**config.mk**
```make
export PLATFORM = sky130hd
export DESIGN_NAME = divu_seq
export DESIGN_NICKNAME = d
export VERILOG_FILES = /design/src/rtl/divu_seq.sv
export SDC_FILE = /design/constraint.sdc
export NUM_CORES = 1
export LEC_CHECK = 0
export CAP_MARGIN = 20
export CORE_UTILIZATION = 50
export CTS_BUF_LIST = sky130_fd_sc_hd__clkbuf_2
export DETAILED_ROUTE_END_ITERATION = 10
export PLACE_DENSITY = 0.74
export SETUP_SLACK_MARGIN = 0.02
export SYNTH_ARGS = -nofsm -noshare
export SYNTH_HDL_FRONTEND = slang
export SYNTH_SLANG_ARGS = --single-unit
```
**constraint.sdc**
```tcl
create_clock -name clk -period 5.14 [get_ports clk]
set_input_delay 1.028 -clock clk [delete_from_list [all_inputs] [get_ports clk]]
set_output_delay 1.028 -clock clk [all_outputs]
set_load 0.01 [all_outputs]
```
**src/rtl/divu_seq.sv**
```systemverilog
// Sequential unsigned divider: radix-2 restoring division, one quotient bit per clock.
// Quotient returns in lo, remainder in hi; divide-by-zero yields lo=all ones, hi=dividend.
module divu_seq #(
  parameter int WIDTH = 16
) (
  input  logic             clk,
  input  logic             rst,
  input  logic             start,
  input  logic [WIDTH-1:0] dividend,
  input  logic [WIDTH-1:0] divisor,
  output logic             busy,
  output logic             done,
  output logic [WIDTH-1:0] lo,
  output logic [WIDTH-1:0] hi,
  output logic             div_by_zero
);
  localparam int CW = (WIDTH > 1) ? $clog2(WIDTH) : 1;

  typedef enum logic [1:0] {IDLE, RUN, FIN} state_t;

  state_t           state;
  logic [WIDTH-1:0] rem, quo, dvs;
  logic [CW-1:0]    cnt;
  logic [WIDTH:0]   shifted, trial;

  // rem never exceeds dvs-1, so its top (WIDTH+1-th) bit is always zero and is not stored
  assign shifted = {rem, quo[WIDTH-1]};
  assign trial   = shifted - {1'b0, dvs};

  always_ff @(posedge clk or posedge rst) begin
    if (rst) begin
      state       <= IDLE;
      busy        <= 1'b0;
      done        <= 1'b0;
      lo          <= '0;
      hi          <= '0;
      div_by_zero <= 1'b0;
      rem         <= '0;
      quo         <= '0;
      dvs         <= '0;
      cnt         <= '0;
    end else begin
      done <= 1'b0;
      case (state)
        IDLE: if (start) begin
          // quo doubles as the dividend latch on the divide-by-zero path
          dvs   <= divisor;
          quo   <= dividend;
          rem   <= '0;
          cnt   <= '0;
          busy  <= 1'b1;
          state <= (divisor == '0) ? FIN : RUN;
        end
        RUN: begin
          if (!trial[WIDTH]) begin
            rem <= trial[WIDTH-1:0];
            quo <= {quo[WIDTH-2:0], 1'b1};
          end else begin
            rem <= shifted[WIDTH-1:0];
            quo <= {quo[WIDTH-2:0], 1'b0};
          end
          cnt <= cnt + 1'b1;
          if (cnt == CW'(WIDTH-1)) state <= FIN;
        end
        FIN: begin
          busy  <= 1'b0;
          done  <= 1'b1;
          state <= IDLE;
          if (dvs == '0) begin
            lo          <= '1;
            hi          <= quo;
            div_by_zero <= 1'b1;
          end else begin
            lo          <= quo;
            hi          <= rem;
            div_by_zero <= 1'b0;
          end
        end
        default: state <= IDLE;
      endcase
    end
  end
endmodule
```
# --- Yosys cells after proc, flatten, opt, wreduce, memory -nomap -nowiden ---
# Index checks and enable logic that the tools add are counted.
op_classes:
  n_addsub: 2
  eq_ne: 5
  n_mux: 18
  n_reduce_logical: 9
op_table:
  columns: ["op", "count"]
  rows:
  - ["$mux W16", 5]
  - ["$pmux W16 S2", 2]
  - ["$logic_not A16 Y1", 2]
  - ["$sub A17 B16 Y17", 1]
  - ["$pmux W4 S2", 1]
  - ["$reduce_and A2 Y1", 4]
  - ["$mux W2", 3]
  - ["$add A4 B1 Y4 const B", 1]
  - ["$eq A4 B4 Y1 const B", 1]
  - ["$mux W1", 4]
  - ["$mux W4", 1]
  - ["$ne A2 B2 Y1 const B", 2]
  - ["$pmux W2 S2", 1]
  - ["$reduce_bool A2 Y1", 2]
  - ["$eq A2 B1 Y1 const B", 1]
  - ["$eq A2 B2 Y1 const B", 1]
  - ["$logic_not A2 Y1", 1]
  - ["$pmux W1 S2", 1]
word_totals:
  regBits: 89
  input_bits: 35
  output_inout_bits: 35
  wordCells: 44

# --- Depth between registers and ports, before layout ---
logic_depth:
  depth_word: 4
  depth_mapped: 11
  ltp_nobuf: 10

# --- Worst setup path after synthesis ---
# Ideal clock, no wire load.
synth_timing:
  kind: "flip-flop to flip-flop"
  startpoint: "reg quo[15]"
  endpoint: "reg rem[14]"
  setup_ns: 0.126
  t_arrival_ns: 2.452
  t_required_ns: 5.014
  slack_ns: 2.562
  stages_incl_launch_ff: 11
  path_buffers: 0
  period_less_slack_ns: 2.578
  path_cell_list: "dfrtp_1 inv_1 ha_1 inv_1 fa_1 a211oi_2 o21ai_2 a41o_1 o41a_1 and3_1 a221o_1"
synth_via:
  elab_chain_len: 3
synth_rtl:
  columns: ["element", "line", "rtl"]
  rows:
  - ["from (decl)", "22", "logic [WIDTH-1:0] rem, quo, dvs;"]
  - ["from (signal assigned)", "48", "quo <= dividend;"]
  - ["from (signal assigned)", "57", "quo <= {quo[WIDTH-2:0], 1'b1};"]
  - ["from (signal assigned)", "60", "quo <= {quo[WIDTH-2:0], 1'b0};"]
  - ["$sub A17 B16 Y17", "28", "assign trial = shifted - {1'b0, dvs};"]
  - ["$mux W16", "55", "if (!trial[WIDTH]) begin"]
  - ["$pmux W16 S2", "44", "case (state)"]
  - ["to (signal assigned)", "56", "rem <= trial[WIDTH-1:0];"]
  - ["to (signal assigned)", "59", "rem <= shifted[WIDTH-1:0];"]
  - ["to (decl)", "22", null]
# Every way passes these cells.
# A chain may end at the register's enable or synchronous reset.

# --- Final worst setup path ---
layout_timing:
  startpoint: "reg quo[15]"
  endpoint: "reg rem[3]"
# The elaborated chain is that of the path after synthesis.

==> metrics <==
grt ovf 0; dominant cell type by area after synthesis dfrtp_1; CP Data Required Time 5570 ps; Pre-antenna DRT Iters 5; Main synth FF type dfrtp_1; critical path type register to register; CP endpoint kind register; antenna violations before repair 0; part of the Yosys area used for sequential elements 45.7%; die area 10,200 um2; Hold Vio Cnt, Final 0; Post-DP Area 5640 um2; FP Rows 35; Max-Cap Viols 0; design area 5770 um2; number of diodes 0; Placer Congestion 0.894; Async SR Flop Fraction 100%; top sig layer met4; ratio of cells with drive above 1 in the final layout 4.81%; Post-Syn Instances 543; die width 101 um; core area 9330 um2; final HPWL from detailed placement 8710 um; Die Ht 101 um; Slew HR 35.6%; Placed Cells 716; dominant cells by area after synthesis dfrtp_1 (46%), o21ai_0 (9.0%), nand2_1 (8.5%); CTS tree done; PortBufs 69; CTS Buffer Depth 2; I/O pins 70; worst vdd ir 0.000370 V; routed wl met2 5710 um; area share of the largest cell type after synthesis 45.7%; Synth Register Bits 89; Tot Pwr 3.77 mW; CP arrival 3630 ps; Post-Syn Area per Cell 8.98 um2; xor/xnor share of the synthesized area 1.80%; clk sink count 89; # resized after CTS 0; worst slew pin tran 966 ps; root buf cell clkbuf_2; Synth Area in Simple Gates 18.2%; clk slew on worst S/H paths 260 ps; Synth Net Count 596; largest family of logic cells by synthesized area compound AO/OA/AOI/OAI gates; Worst Setup Slack, final 1940 ps; post-synthesis cell area 4880 um2; commonest cells in the netlist nand2_1 (111), dfrtp_1 (89), o21ai_0 (88); count leader, synth nand2_1; Detailed Route WL 11,800 um; via count 4,106; min-delay worst type register to register; Setup-failing EPs final 0; hold-fix buffers at CTS 0; period utilisation layout 62.3%; DRT iter0 DRCs 218; overall routing resource usage 24.8%; setup bufs post-CTS 0; post-route insts no fill 732; DRC viols 0; Synth Area in Compound Gates 19.5%; Cell variety after synth 56; Hold Slack 503 ps; Synthesis Warnings 0; WL met1 5510 um; later-pin clock latency in the skew report 560 ps; clock skew 28.1 ps; Core Util, Final 61.9%; Startpoint Class register; met3 WL 346 um; post-synthesis mux area share 5.57%; Layout fillers 830; CTS Buf Count 9; unrepaired setup endpoints after global routing false; first-pass GRT wire length 19,400 um; largest net degree at the start of global routing 51; Setup WS pre-CTS 1980 ps; mean routed wirelength per cell 16.1 um; Area growth syn-to-layout 18.4%; Leak 2.71 nW; fin crit period 3200 ps; vias per cell 5.61; Pwr Density 654 nW/um2; nets 652; antenna-violating nets left 0; Synth Area in Adders 4.77%; vias in the first global route 3,898; setup_tns 0 ps; H-tree depth 3; Initial Utilization 52.3%; Crit Path Max Fanout 14; number of synthesized flops with an enable pin 0; Max Clk Rate 312 MHz; outcome completed; fin. max-slew vios 0
==> registers in the layout, summed over array words and instances (netlist names) <==
signal and flops:
dvs 16, hi 16, lo 16, quo 16, rem 16, cnt 4
state 2, busy 1, div_by_zero 1, done 1
==> report_power, final <==
| group | internal (mW) | leakage, nW | switching (mW) |
|---|---|---|---|
| clock network | 0.114 | 0.0717 | 0.248 |
| registers | 0.969 | 1.15 | 0.260 |
| logic | 0.991 | 1.49 | 1.19 |
| total | 2.07 | 2.71 | 1.70 |
==> metal layers <==
metal	vias to the layer above	global-route usage [%]
li1	2029	-
met4	0	8.47
met1	1972	34.4
met5	-	0
met2	86	40.3
met3	19	3.05
==> cell families after synthesis <==
group,Yosys count
AO/OA/AOI/OAI,161
XOR/XNOR,10
adder cells (fa/ha/maj),18
buffers and inverters,53
flip-flops,89
multiplexers,27
AND/OR/NAND/NOR,185
==> cell usage in the layout, fill, tap and decap left out, drive strengths merged, types with 2 or more instances in the layout <==
| cell type | netlist | layout |
|---|---|---|
| a211oi | 4 | 4 |
| nor2 | 13 | 13 |
| and3 | 2 | 2 |
| nor2b | 6 | 6 |
| dfrtp | 89 | 89 |
| o211ai | 6 | 6 |
| inv | 22 | 23 |
| and4 | 4 | 4 |
| a21oi | 34 | 34 |
| o21ai | 90 | 90 |
| and2 | 2 | 2 |
| a221o | 2 | 2 |
| clkbuf | 25 | 9 |
| nor3 | 3 | 3 |
| nand3 | 5 | 5 |
| clkdlybuf4s50 | 0 | 69 |
| and3b | 15 | 15 |
| a22o | 2 | 2 |
| nand4 | 4 | 4 |
| ha | 17 | 17 |
| nand2b | 7 | 7 |
| o21bai | 2 | 2 |
| buf | 6 | 7 |
| a31oi | 2 | 2 |
| xor2 | 3 | 3 |
| xnor2 | 7 | 7 |
| a21o | 4 | 4 |
| o22ai | 3 | 3 |
| nand2 | 111 | 111 |
| nor4 | 9 | 9 |
| clkinv | 0 | 4 |
| mux2i | 26 | 26 |
==> layout make-up <==
type | instances | area (um2) | share of cell area, %
multi-input combinational | 401 | 2440 | 42.2
sequential | 89 | 2230 | 38.6
timing repair buffer | 76 | 751 | 13.0
tap | 129 | 161 | 2.80
inverter | 22 | 83.8 | 1.45
clock inverter | 6 | 67.6 | 1.17
clock buffer | 9 | 45.0 | 0.780
==> worst max-delay path, cell delays in order (launching register included) <==
cell,delay (ps)
dfrtp_1,430
inv_1,130
ha_1,180
inv_1,50
fa_1,420
a211oi_2,280
o211ai_1,180
and2_1,190
o211ai_2,570
buf_4,320
mux2i_1,230
o21ai_0,100
==> path summary, 6_finish.rpt <==
| check | start | end | slack [ps] | depth (start not counted) |
|---|---|---|---|---|
| worst max-delay path | quo[15]$_DFFE_PP0P_ | rem[3]$_DFFE_PP0P_ | 1940 | 11 |
| worst min-delay path | lo[3]$_DFFE_PP0P_ | lo[3]$_DFFE_PP0P_ | 500 | 2 |
| min in group asynchronous | rst | lo[0]$_DFFE_PP0P_ | 860 | 2 |
| max in group asynchronous | rst | dvs[15]$_DFFE_PP0P_ | 3240 | 3 |
| worst min register to register | lo[3]$_DFFE_PP0P_ | lo[3]$_DFFE_PP0P_ | 500 | 2 |
| worst max register to register | quo[15]$_DFFE_PP0P_ | rem[3]$_DFFE_PP0P_ | 1940 | 11 |
Note: power is estimated with default switching activity, not from simulation.
